File: src/rtl/td4_sequencer.sv
// TD4 fetch/execute sequencer: latches the instruction, decodes strobes, holds the carry flag.
// Optional jump-to-self halt detection is enabled by defining HALT_DETECT_EN.
module td4_sequencer #(
    parameter int PC_W = 4
) (
    input  logic            clk,
    input  logic            reset,
    input  logic            run,
    input  logic            step,
    input  logic [7:0]      instr,
    input  logic [PC_W-1:0] pc,
    input  logic            carry_in,
    output logic [1:0]      alu_sel,
    output logic [PC_W-1:0] imm,
    output logic            ld_a,
    output logic            ld_b,
    output logic            ld_out,
    output logic            pc_ld_n,
    output logic            pc_inc,
    output logic            c_flag,
    output logic            busy,
    output logic            halted
);

`ifdef HALT_DETECT_EN
    typedef enum logic [1:0] {S_PAUSE, S_FETCH, S_EXEC, S_HALT} state_t;
`else
    typedef enum logic [1:0] {S_PAUSE, S_FETCH, S_EXEC} state_t;
`endif

    localparam logic [3:0] OP_ADD_A  = 4'b0000;
    localparam logic [3:0] OP_MOV_AB = 4'b0001;
    localparam logic [3:0] OP_IN_A   = 4'b0010;
    localparam logic [3:0] OP_MOV_AI = 4'b0011;
    localparam logic [3:0] OP_MOV_BA = 4'b0100;
    localparam logic [3:0] OP_ADD_B  = 4'b0101;
    localparam logic [3:0] OP_IN_B   = 4'b0110;
    localparam logic [3:0] OP_MOV_BI = 4'b0111;
    localparam logic [3:0] OP_OUT_B  = 4'b1001;
    localparam logic [3:0] OP_OUT_I  = 4'b1011;
    localparam logic [3:0] OP_JNC    = 4'b1110;
    localparam logic [3:0] OP_JMP    = 4'b1111;

    state_t     r_state;
    state_t     w_next;
    logic [7:0] r_ir;
    logic       r_c_flag;
    logic       r_step_q;
    logic [3:0] w_op;
    logic       w_step_edge;
    logic       w_jump_taken;
    logic       w_halt;

    assign w_op        = r_ir[7:4];
    assign w_step_edge = step & ~r_step_q;
    assign imm         = PC_W'(r_ir[3:0]);
    assign c_flag      = r_c_flag;
    assign busy        = (r_state == S_FETCH) || (r_state == S_EXEC);
    assign w_jump_taken = (w_op == OP_JMP) || ((w_op == OP_JNC) && !r_c_flag);

`ifdef HALT_DETECT_EN
    assign w_halt = w_jump_taken && (imm == pc);
    assign halted = (r_state == S_HALT);
`else
    logic w_unused_pc;
    assign w_unused_pc = ^pc;
    assign w_halt      = 1'b0;
    assign halted      = 1'b0;
`endif

    always_ff @(posedge clk or posedge reset) begin
        if (reset) begin
            r_state  <= S_PAUSE;
            r_ir     <= '0;
            r_c_flag <= 1'b0;
            r_step_q <= 1'b0;
        end else begin
            r_state  <= w_next;
            r_step_q <= step;
            if (r_state == S_FETCH)
                r_ir <= instr;
            // Only the two ADD forms leave a carry; everything else clears it.
            if (r_state == S_EXEC)
                r_c_flag <= ((w_op == OP_ADD_A) || (w_op == OP_ADD_B)) ? carry_in : 1'b0;
        end
    end

    always_comb begin
        w_next  = r_state;
        alu_sel = 2'b11;
        ld_a    = 1'b0;
        ld_b    = 1'b0;
        ld_out  = 1'b0;
        pc_ld_n = 1'b1;
        pc_inc  = 1'b0;

        case (r_state)
            S_PAUSE: begin
                if (run || w_step_edge)
                    w_next = S_FETCH;
            end
            S_FETCH: begin
                w_next = S_EXEC;
            end
            S_EXEC: begin
                w_next = run ? S_FETCH : S_PAUSE;
`ifdef HALT_DETECT_EN
                if (w_halt)
                    w_next = S_HALT;
`endif
                case (w_op)
                    OP_ADD_A:  begin alu_sel = 2'b00; ld_a   = 1'b1; pc_inc = 1'b1; end
                    OP_MOV_AB: begin alu_sel = 2'b01; ld_a   = 1'b1; pc_inc = 1'b1; end
                    OP_IN_A:   begin alu_sel = 2'b10; ld_a   = 1'b1; pc_inc = 1'b1; end
                    OP_MOV_AI: begin alu_sel = 2'b11; ld_a   = 1'b1; pc_inc = 1'b1; end
                    OP_MOV_BA: begin alu_sel = 2'b00; ld_b   = 1'b1; pc_inc = 1'b1; end
                    OP_ADD_B:  begin alu_sel = 2'b01; ld_b   = 1'b1; pc_inc = 1'b1; end
                    OP_IN_B:   begin alu_sel = 2'b10; ld_b   = 1'b1; pc_inc = 1'b1; end
                    OP_MOV_BI: begin alu_sel = 2'b11; ld_b   = 1'b1; pc_inc = 1'b1; end
                    OP_OUT_B:  begin alu_sel = 2'b01; ld_out = 1'b1; pc_inc = 1'b1; end
                    OP_OUT_I:  begin alu_sel = 2'b11; ld_out = 1'b1; pc_inc = 1'b1; end
                    OP_JNC, OP_JMP: begin
                        alu_sel = 2'b11;
                        pc_ld_n = ~w_jump_taken;
                        pc_inc  = ~w_jump_taken;
                    end
                    default:   begin alu_sel = 2'b11; pc_inc = 1'b1; end
                endcase
            end
            default: begin
                w_next = r_state;
            end
        endcase
    end

endmodule

File: config.mk
export PLATFORM = sky130hd
export DESIGN_NAME = td4_sequencer
export DESIGN_NICKNAME = d
export VERILOG_FILES = /design/src/rtl/td4_sequencer.sv
export SDC_FILE = /design/constraint.sdc
export NUM_CORES = 1
export LEC_CHECK = 0
export ABC_AREA = 1
export CORE_MARGIN = 2
export CORE_UTILIZATION = 35
export CTS_CLUSTER_SIZE = 30
export DETAILED_ROUTE_END_ITERATION = 16
export PLACE_DENSITY = 0.72
export RECOVER_POWER = 25
export SLEW_MARGIN = 10
export SYNTH_ARGS = -nofsm -noshare
export SYNTH_HDL_FRONTEND = slang
export SYNTH_SLANG_ARGS = --single-unit
File: constraint.sdc
create_clock -name clk -period 1.47 [get_ports clk]
set_clock_uncertainty 0.2 [all_clocks]
set_input_delay 0.294 -clock clk [delete_from_list [all_inputs] [get_ports clk]]
set_output_delay 0.294 -clock clk [all_outputs]
set_load 0.1 [all_outputs]
==> impl_metrics.json <==
{
  "critPathMaxFanout": 3,
  "gp_congestion": 0.8153,
  "syn_nets": 98,
  "cts_tree": "yes",
  "wl_um": 1614,
  "insertion_delay_ns": 0.27,
  "post_route_cells_drive_above_1_share_pct": 48.25,
  "violations": "setup timing",
  "yosys.area.top_type": "dfrtp_1",
  "root_buffer": "clkbuf_4",
  "timing.slew.headroom_pct": 56.26,
  "synth_seq_cells": 12,
  "arrival_ns": 1.38,
  "rsz0062_at_grt": "yes",
  "overflow": 0,
  "drtIter0Drc": 4,
  "grt_pass1_vias": 705,
  "fin_cells": 139,
  "fill_cells": 141,
  "grt_pass1_wl_um": 2725,
  "detail-route-antenna-nets": 0,
  "hold_violations": 0,
  "yosys-top-cells-area": "dfrtp_1, nand2_1, ha_1",
  "finalSetupTns_ns": -3.271,
  "status": "finished, violations left",
  "syn_to_final_growth_pct": 98.12,
  "die-area_um2": 2267,
  "vias": 637,
  "top_usage_layer": "met2",
  "synth_top_cell_area_share_pct": 45.11,
  "die_y_um": 47.61,
  "slew_viol_final": 0,
  "grt_max_degree": 13,
  "core_area_um2": 1764,
  "yosysWarnings": 0,
  "fin_crit_ns": 1.873,
  "cp-start-kind": "flip-flop",
  "cts_max_level": 1,
  "firstDrtPassIters": 4,
  "wl_per_cell_um": 11.61,
  "fmax_mhz": 534.0,
  "tightest_slew_ns": 0.6562,
  "hold_class": "in2reg",
  "pin_count": 31,
  "synth.avg_cell_area_um2": 8.645,
  "regArea_um2": 304.0,
  "seq_area_frac_synth_pct": 45.11,
  "antenna_found_initial": 0,
  "antennaDiodeCount": 0,
  "port_buffers": 25,
  "synth_area_um2": 665.6,
  "path_clk_slew_ns": 0.08,
  "cts_sinks": 12,
  "min_period_over_period_pct": 127.4,
  "met2_usage_pct": 32.70,
  "yosysUniqueCellTypes": 19,
  "die_w_um": 47.61,
  "grt_usage_pct": 17.33,
  "synthCells": 77,
  "grtUsageMet1_pct": 18.53,
  "drc": 0,
  "worst_setup_path_end_kind": "primary output",
  "vias_per_cell": 4.583,
  "cap_violations": 0,
  "placed_cells": 131,
  "crit_required_ns": 0.98,
  "fin_ws_ns": -0.4025,
  "grtUsageMet3_pct": 3.774,
  "nets": 136,
  "finalSetupViolCount": 14,
  "cts_made_buffers": 3,
  "cts.path.max_buffers": 2,
  "path_class": "reg2out",
  "hold_buffers": 0,
  "multi_input_area_um2": 411.6,
  "start_util_pct": 37.73,
  "post-dp-hpwl_um": 1195,
  "rows": 15
}
## registers in the layout, indices dropped and copies added, names as in the netlist
signal	count
r_state	2
r_ir	8
c_flag	1
r_step_q	1
## layer usage
layer,vias to the layer above,routed length (um)
met3,2,60
met1,310,618
met4,0,10
met2,19,924
li1,306,-
met5,-,0
## final cells by class
cell class | count | area share, %
flip-flops and latches | 12 | 23.06
well taps | 25 | 2.372
inverters | 12 | 3.985
repair buffers | 39 | 37.38
multi-input cells | 47 | 31.21
clock buffers | 4 | 1.992
## logic make-up (layout without fill, tap and decap cells)
| family | count (synthesis) | count (layout) | synth area share (%) |
|---|---|---|---|
| flip-flops | 12 | 12 | 45.11 |
| adder cells (fa/ha/maj) | 4 | 4 | 7.519 |
| buffers and inverters | 18 | 55 | 14.10 |
| AO/OA/AOI/OAI | 6 | 6 | 4.510 |
| multiplexers | 4 | 4 | 7.330 |
| other | 1 | 1 | 0.5634 |
| AND/OR/NAND/NOR | 32 | 32 | 20.87 |
## metrics by stage
stage                     util [%]  setup WS [ns]  hold slack, ns  cell area (um^2)
after CTS                    72.98        -0.4089          0.1026              1287
after global placement       67.38       -0.08987          0.3378              1189
after floorplan                  -        -0.5029        -0.04128             750.7
after global routing         74.75        -0.4888          0.2911              1319
final                        74.75        -0.4025          0.2993              1319
after detailed placement     67.38        -0.1257          0.3553              1189
## critical path, stage by stage (launching register included)
cell     delay [ns]
dfrtp_1        0.39
inv_2          0.09
ha_4           0.14
inv_4          0.05
nor2_4         0.09
inv_2          0.07
nor2_4         0.10
buf_12         0.18
## cell usage after synthesis
| library cell | instances |
|---|---|
| buf_6 | 1 |
| a21oi_1 | 1 |
| inv_1 | 10 |
| nand3_1 | 4 |
| buf_4 | 5 |
| mux2_4 | 1 |
| nor2_4 | 1 |
| dfrtp_1 | 12 |
| or2_1 | 1 |
| nand4_1 | 1 |
| mux2_2 | 3 |
| nor3_1 | 1 |
| o21ai_1 | 1 |
| conb_1 | 1 |
| nor2_1 | 5 |
| o21ai_0 | 4 |
| ha_1 | 4 |
| inv_2 | 2 |
| nand2_1 | 19 |
## worst paths after layout
path | from | to | slack, ns | cells after the start
worst min register to register | r_ir[0] | r_ir[0] | 0.38 | 1
max in group asynchronous | reset | c_flag | 0.18 | 3
worst min-delay path | step | r_step_q | 0.30 | 1
worst max register to register | r_state[0] | r_state[0] | -0.11 | 8
min in group asynchronous | reset | r_ir[5] | 0.41 | 3
worst max-delay path | r_state[0] | ld_a | -0.40 | 7
## cells in the final DEF (no fill, tap or decap), types with 2 or more instances in the layout
master / netlist / routed
nand2_2: 0 / 2
nand2_1: 19 / 15
mux2_4: 1 / 2
mux2_2: 3 / 2
buf_6: 1 / 3
buf_12: 0 / 13
buf_4: 5 / 10
o21ai_0: 4 / 4
inv_2: 2 / 2
clkbuf_4: 0 / 3
dfrtp_1: 12 / 11
clkdlybuf4s50_1: 0 / 11
inv_1: 10 / 8
nand3_2: 0 / 2
nor2_4: 1 / 4
clkbuf_1: 0 / 2
nor2_1: 5 / 2
ha_4: 0 / 3
## what timing repair did
action | CTS | global route
setup endpoints to repair | 18 | 19
resized for setup | 9 | 9
hold endpoints to repair | 0 | 0
setup buffers | 3 | 2
pin swaps | 1 | 4
Power is not shown: default switching activity piles up to over one toggle a cycle in this logic, so the estimate is an artifact.
